## src/rtl/alu_mdu.sv

```systemverilog
// ALU with an iterative multiply/divide unit and architectural HI/LO registers.
// Single-cycle ops are combinational; mult/div take WIDTH iterations plus a finish cycle.
module alu_mdu #(
   parameter int unsigned WIDTH = 32,
   parameter int unsigned SHW   = $clog2(WIDTH)
) (
   input  logic             clk,
   input  logic             reset,
   input  logic [2:0]       aluop,
   input  logic [5:0]       funct,
   input  logic             valid,
   input  logic [WIDTH-1:0] a,
   input  logic [WIDTH-1:0] b,
   input  logic [SHW-1:0]   shamt,
   output logic [WIDTH-1:0] result,
   output logic             zero,
   output logic             illegal,
   output logic             busy,
   output logic             done,
   output logic [WIDTH-1:0] hi,
   output logic [WIDTH-1:0] lo
);

   localparam int unsigned CW = $clog2(WIDTH + 1);

   typedef enum logic [1:0] {StIdle, StMul, StDiv, StFin} state_e;

   state_e state_q, state_d;

   logic [CW-1:0]    cnt_q;
   logic [WIDTH-1:0] hi_q, lo_q;
   logic             done_q;
   logic [WIDTH-1:0] acc_hi_q, acc_lo_q, opnd_q, dvd_q;
   logic             is_div_q, neg_q, rneg_q, dz_q;

   logic             rtype, mdu_funct, start, last_iter;
   logic             slt_s, slt_u;
   logic [WIDTH-1:0] alu_res;
   logic             alu_ill;

   assign rtype     = (aluop == 3'b010) || (aluop == 3'b110) || (aluop == 3'b111);
   assign mdu_funct = (funct[5:2] == 4'b0110);
   assign start     = valid && rtype && mdu_funct && (state_q == StIdle);
   assign last_iter = (cnt_q == CW'(WIDTH - 1));
   assign slt_s     = $signed(a) < $signed(b);
   assign slt_u     = a < b;

   always_comb begin
      alu_res = '0;
      alu_ill = 1'b0;
      case (aluop)
         3'b000:  alu_res = a + b;
         3'b001:  alu_res = a - b;
         3'b011:  alu_res = a & b;
         3'b100:  alu_res = a | b;
         3'b101:  alu_res = {{(WIDTH-1){1'b0}}, slt_s};
         default: begin
            case (funct)
               6'b100000, 6'b100001: alu_res = a + b;
               6'b100010, 6'b100011: alu_res = a - b;
               6'b100100: alu_res = a & b;
               6'b100101: alu_res = a | b;
               6'b100110: alu_res = a ^ b;
               6'b100111: alu_res = ~(a | b);
               6'b101010: alu_res = {{(WIDTH-1){1'b0}}, slt_s};
               6'b101011: alu_res = {{(WIDTH-1){1'b0}}, slt_u};
               6'b000000: alu_res = b << shamt;
               6'b000010: alu_res = b >> shamt;
               6'b000011: alu_res = $unsigned($signed(b) >>> shamt);
               6'b010000: alu_res = hi_q;
               6'b010010: alu_res = lo_q;
               6'b011000, 6'b011001, 6'b011010, 6'b011011: alu_res = '0;
               default:   alu_ill = 1'b1;
            endcase
         end
      endcase
   end

   assign result  = alu_res;
   assign zero    = (alu_res == '0);
   assign illegal = alu_ill;
   assign busy    = (state_q != StIdle);
   assign done    = done_q;
   assign hi      = hi_q;
   assign lo      = lo_q;

   always_comb begin
      state_d = state_q;
      case (state_q)
         StIdle: if (start) state_d = funct[1] ? StDiv : StMul;
         StMul:  if (last_iter) state_d = StFin;
         StDiv:  if (last_iter) state_d = StFin;
         StFin:  state_d = StIdle;
         default: state_d = StIdle;
      endcase
   end

   always_ff @(posedge clk) begin
      if (reset) state_q <= StIdle;
      else       state_q <= state_d;
   end

   // Operand magnitudes; funct[0]=1 selects the unsigned variants
   logic             a_neg, b_neg;
   logic [WIDTH-1:0] a_mag, b_mag;

   assign a_neg = ~funct[0] & a[WIDTH-1];
   assign b_neg = ~funct[0] & b[WIDTH-1];
   assign a_mag = a_neg ? -a : a;
   assign b_mag = b_neg ? -b : b;

   // Shift-add step: {carry, hi, lo} shifted right by one after the conditional add
   logic [WIDTH:0]     mul_sum;
   logic [2*WIDTH-1:0] mul_next;

   assign mul_sum  = {1'b0, acc_hi_q} + (acc_lo_q[0] ? {1'b0, opnd_q} : {(WIDTH+1){1'b0}});
   assign mul_next = {mul_sum, acc_lo_q[WIDTH-1:1]};

   // Restoring step: acc_hi holds the partial remainder, acc_lo shifts dividend out/quotient in
   logic [WIDTH+1:0] div_diff;
   logic             div_ok;
   logic [WIDTH-1:0] div_rem_next, div_quo_next;

   assign div_diff     = {1'b0, acc_hi_q, acc_lo_q[WIDTH-1]} - {2'b00, opnd_q};
   assign div_ok       = ~div_diff[WIDTH+1];
   assign div_rem_next = div_ok ? div_diff[WIDTH-1:0] : {acc_hi_q[WIDTH-2:0], acc_lo_q[WIDTH-1]};
   assign div_quo_next = {acc_lo_q[WIDTH-2:0], div_ok};

   logic [2*WIDTH-1:0] prod_fix;
   logic [WIDTH-1:0]   fin_hi, fin_lo;

   assign prod_fix = neg_q ? -{acc_hi_q, acc_lo_q} : {acc_hi_q, acc_lo_q};

   always_comb begin
      fin_hi = prod_fix[2*WIDTH-1:WIDTH];
      fin_lo = prod_fix[WIDTH-1:0];
      if (is_div_q) begin
         if (dz_q) begin
            fin_hi = dvd_q;
            fin_lo = '1;
         end else begin
            fin_hi = rneg_q ? -acc_hi_q : acc_hi_q;
            fin_lo = neg_q ? -acc_lo_q : acc_lo_q;
         end
      end
   end

   always_ff @(posedge clk) begin
      if (reset) begin
         cnt_q    <= '0;
         hi_q     <= '0;
         lo_q     <= '0;
         done_q   <= 1'b0;
         acc_hi_q <= '0;
         acc_lo_q <= '0;
         opnd_q   <= '0;
         dvd_q    <= '0;
         is_div_q <= 1'b0;
         neg_q    <= 1'b0;
         rneg_q   <= 1'b0;
         dz_q     <= 1'b0;
      end else begin
         done_q <= (state_q == StFin);
         if (start) begin
            cnt_q    <= '0;
            acc_hi_q <= '0;
            acc_lo_q <= funct[1] ? a_mag : b_mag;
            opnd_q   <= funct[1] ? b_mag : a_mag;
            dvd_q    <= a;
            is_div_q <= funct[1];
            neg_q    <= a_neg ^ b_neg;
            rneg_q   <= a_neg;
            dz_q     <= (b == '0);
         end else if (state_q == StMul) begin
            {acc_hi_q, acc_lo_q} <= mul_next;
            cnt_q <= cnt_q + 1'b1;
         end else if (state_q == StDiv) begin
            acc_hi_q <= div_rem_next;
            acc_lo_q <= div_quo_next;
            cnt_q    <= cnt_q + 1'b1;
         end else if (state_q == StFin) begin
            hi_q <= fin_hi;
            lo_q <= fin_lo;
         end
      end
   end

endmodule

```

## config.mk

```make
export PLATFORM = sky130hd
export DESIGN_NAME = alu_mdu
export DESIGN_NICKNAME = d
export VERILOG_FILES = /design/src/rtl/alu_mdu.sv
export SDC_FILE = /design/constraint.sdc
export NUM_CORES = 1
export LEC_CHECK = 0
export BUFFER_PORTS_ARGS = -buffer_cell sky130_fd_sc_hd__clkbuf_2
export CORE_UTILIZATION = 45
export CTS_BUF_LIST = sky130_fd_sc_hd__clkbuf_2 sky130_fd_sc_hd__clkbuf_4 sky130_fd_sc_hd__clkbuf_8
export CTS_CLUSTER_SIZE = 14
export DETAILED_ROUTE_END_ITERATION = 6
export MAX_ROUTING_LAYER = met4
export SLEW_MARGIN = 0
export SYNTH_ARGS = -nofsm -noshare
export SYNTH_HDL_FRONTEND = slang
export SYNTH_SLANG_ARGS = --single-unit
```

## constraint.sdc

```tcl
create_clock -name clk -period 10.7 [get_ports clk]
set_input_delay 2.14 -clock clk [delete_from_list [all_inputs] [get_ports clk]]
set_output_delay 2.14 -clock clk [all_outputs]
set_load 0.005 [all_outputs]
```

==> reports/summary.txt <==
CTS
------------------------------------------------------------------------------
Post-CTS sizing .................................................            0
Total of hold buffers inserted after clock tree synthesis .......            0
Clk buf depth ...................................................            3
CTS buffer count ................................................           39
CTS tree ........................................................         done
Skew-Pair Late Insertion Delay ..................................      0.61 ns
Clock Sinks .....................................................          205
Clock slew at reported path FFs .................................      0.06 ns
Number of buffers added for setup after CTS .....................            0
Clock Root Buffer ...............................................     clkbuf_8
H-Tree Depth ....................................................            2

TIMING
------------------------------------------------------------------------------
Final worst slack ...............................................      1.02 ns
Max transition margin ...........................................        10.1%
Setup TNS .......................................................         0 ns
Least-Margin Pin Slew ...........................................      1.34 ns
Period utilisation layout .......................................        90.5%
Clock tree skew after final layout ..............................    0.0451 ns
Total setup violations reported at the end of the flow ..........            0
RSZ-0062 raised after global routing ............................           no
Shortest period the worst path allows ...........................      9.68 ns
Minimum hold slack ..............................................     0.452 ns
Number of pins with negative max-slew slack in the final report .            0
Max Fclk ........................................................      103 MHz
Final Hold Vio Count ............................................            0

LOGIC SYNTHESIS
------------------------------------------------------------------------------
Async S/R FF share, synth .......................................           0%
Mean Syn Cell Area ..............................................   7.01 sq um
Share of the yosys chip area belonging to registers .............        14.7%
Nets in the synthesized netlist .................................         4238
Gate count after technology mapping .............................         3983
Dominant cells by area after synthesis .......................... dfxtp_1, ha_1, nand2_1
Synth Flop Type .................................................      dfxtp_1
Post-synth top cells ............................................ nand2_1, nor2_1, a21oi_1
Area fraction of the dominant cell type after synthesis .........        14.7%
Synthesized flop and latch total ................................          205
Synth warnings ..................................................            0
Synthesized area ................................................  27900 sq um
Netlist cell types ..............................................           92
Cell with the most instances after synthesis ....................      nand2_1
EDFF count, synth ...............................................            0
Synth area leader ...............................................      dfxtp_1

POWER
------------------------------------------------------------------------------
Max VDD drop ....................................................     0.428 mV
Power density normalized to cell area ...........................  164 nW/um^2
Leakage component of the power ..................................    0.0115 uW
Overall Power ...................................................      4930 uW

FLOORPLAN
------------------------------------------------------------------------------
Placeable core region ...........................................  60800 sq um
Area of the die .................................................  63100 sq um
Top-Level Pins ..................................................          181
Initial cell density of the core ................................        45.9%
Horizontal extent of the die ....................................       251 um
Number of placement rows ........................................           90
Die height ......................................................       251 um

GRT
------------------------------------------------------------------------------
Total global routing track utilization ..........................        47.9%
Antenna violations before repair ................................            9
First-pass GRT wire length ......................................    214000 um
Largest net degree at the start of global routing ...............           99
Grt total ovfl ..................................................            0
Vias in the first global route ..................................        29300

FINISH
------------------------------------------------------------------------------
Layout Nets .....................................................         4205
Growth of design area from synthesis to finish ..................        7.69%
Share of post-route cells with drive strength above 1 ...........        12.4%
Final instance count without filler cells .......................         4769

DETAILED ROUTING
------------------------------------------------------------------------------
WL per Instance .................................................      31.8 um
Antenna-violating nets left .....................................            0
Post-Route WL ...................................................    152000 um
Routed via count ................................................        33000
Average via count per standard cell .............................         6.92
Number of DRC violations after detailed routing .................            0
Detailed Routing Iterations Pass 1 ..............................            6
Detailed router's first-iteration violation count ...............         4935

WORST SETUP PATH
------------------------------------------------------------------------------
Maximum fanout along the worst path .............................           13
Crit. End Element ...............................................  output port
Crit path launch type ...........................................    input pin
WP data arrival .................................................      7.54 ns
Crit Path Class .................................................       in2out
Required time at the worst-slack endpoint .......................      8.56 ns
Ordered cell list for the critical path ......................... clkbuf_2 -> ha_1 -> fa_1 -> a21o_1 -> a311o_1 -> a21oi_1 -> o21ai_0 -> a21oi_1 -> o21ai_0 -> or4b_2 -> nand4b_1 -> nor4b_1 -> and4_1 -> and4bb_1 -> clkbuf_2
Slowest stage delay, CP .........................................      0.76 ns
Max stage delay cell, worst path ................................      a21oi_1

JOB
------------------------------------------------------------------------------
Number of violations of the max-capacitance limit ...............            0

PLACE
------------------------------------------------------------------------------
Count of buffers inserted at the top-level ports ................          180
Final RePlAce weighted congestion ...............................         1.15
DP Wirelength ...................................................    119000 um
Worst-case setup slack after placement ..........................      1.23 ns
Post-Place Cells ................................................         4691

WORST HOLD PATH
------------------------------------------------------------------------------
Worst hold path type ............................................      reg2reg

OUTCOME
------------------------------------------------------------------------------
Run status ...................................................... finished clean

[per-stage QoR]
step / util [%] / area [sq um]
after floorplan: - / 27900
after global placement: 48.0 / 29200
after detailed placement: 48.0 / 29200
after CTS: 49.4 / 30100
after global routing: 49.5 / 30100
final: 49.5 / 30100
[per-layer routing]
layer | share of wire, % | GRT usage (%) | up-vias
met2 | 39 | 63.5 | 2274
li1 | - | - | 14500
met5 | 0 | - | -
met1 | 42 | 64.0 | 15900
met4 | 5.8 | 22.7 | 0
met3 | 14 | 16.3 | 338
[cell type report]
cell class | count | area (sq um)
Antenna cell | 9 | 22.5
Clock inverter | 11 | 125
Tap cell | 782 | 978
Clock buffer | 58 | 729
Timing Repair Buffer | 263 | 1560
Multi-Input combinational cell | 3244 | 21800
Inverter | 197 | 739
Fill cell | 6346 | 30700
Sequential cell | 205 | 4110
[kinds of logic (layout without fill, tap and decap cells)]
| kind of cell | after synthesis | after routing | share of synthesized area, % |
|---|---|---|---|
| xor+xnor | 233 | 233 | 7.31 |
| simple gates | 1369 | 1369 | 22.8 |
| buf+inv | 534 | 529 | 7.51 |
| fa+ha+maj | 174 | 174 | 7.90 |
| flops | 205 | 205 | 14.7 |
| compound gates | 1270 | 1270 | 29.7 |
| other cells | 0 | 9 | 0 |
| mux | 198 | 198 | 10.0 |
[sequential cells by signal (all words and copies together), names as in the netlist, 2 cells and up]
register	flops
state_q	2
lo	32
acc_lo_q	32
acc_hi_q	32
dvd_q	32
hi	32
opnd_q	32
cnt_q	6
[cells in the final DEF, fill, tap and decap left out, types with 22 or more instances in the layout]
master,netlist,final
a21oi_1,318,318
o22ai_1,28,28
a22oi_1,22,22
xor2_1,50,50
nor2b_1,42,42
nor3_1,87,86
nor2_1,356,350
a21o_1,47,47
o211ai_1,75,75
clkbuf_2,0,174
a221oi_1,45,45
ha_1,170,168
nand2b_1,58,58
o21ai_0,300,300
and3_1,32,32
nand4_1,32,32
buf_4,10,85
mux2_2,23,23
or4_1,28,28
nor4_1,30,29
nand2_1,484,484
or3_1,35,35
dfxtp_1,205,203
a31oi_1,54,54
nand3_1,99,99
inv_1,193,192
or2_2,31,31
o31ai_1,48,48
mux2i_1,110,110
mux4_2,61,61
clkbuf_8,0,47
a211oi_1,81,81
xnor2_1,183,183
[critical path: cells and delay by family]
kind | cells | cell delay (ns)
AND/OR/NAND/NOR | 5 | 2.04
adder cells (fa/ha/maj) | 2 | 0.80
buffers and inverters | 2 | 0.42
AO/OA/AOI/OAI | 6 | 2.11
[report_power, final]
| part | internal, uW | total [uW] | switching, uW |
|---|---|---|---|
| Clock | 488 | 873 | 385 |
| Sequential | 835 | 1000 | 166 |
| Combinational | 1110 | 3050 | 1940 |
| Total | 2430 | 4930 | 2490 |
[worst paths after layout]
path                from      endpoint  slack [ns]  cells past startpoint
min reg2reg   opnd_q[30]    opnd_q[30]        0.45                      2
min           opnd_q[30]    opnd_q[30]        0.45                      2
max                 b[0]          zero        1.02                     15
max reg2reg  acc_lo_q[0]  acc_hi_q[28]        6.20                     15
Power figures use the tool's default switching activity.
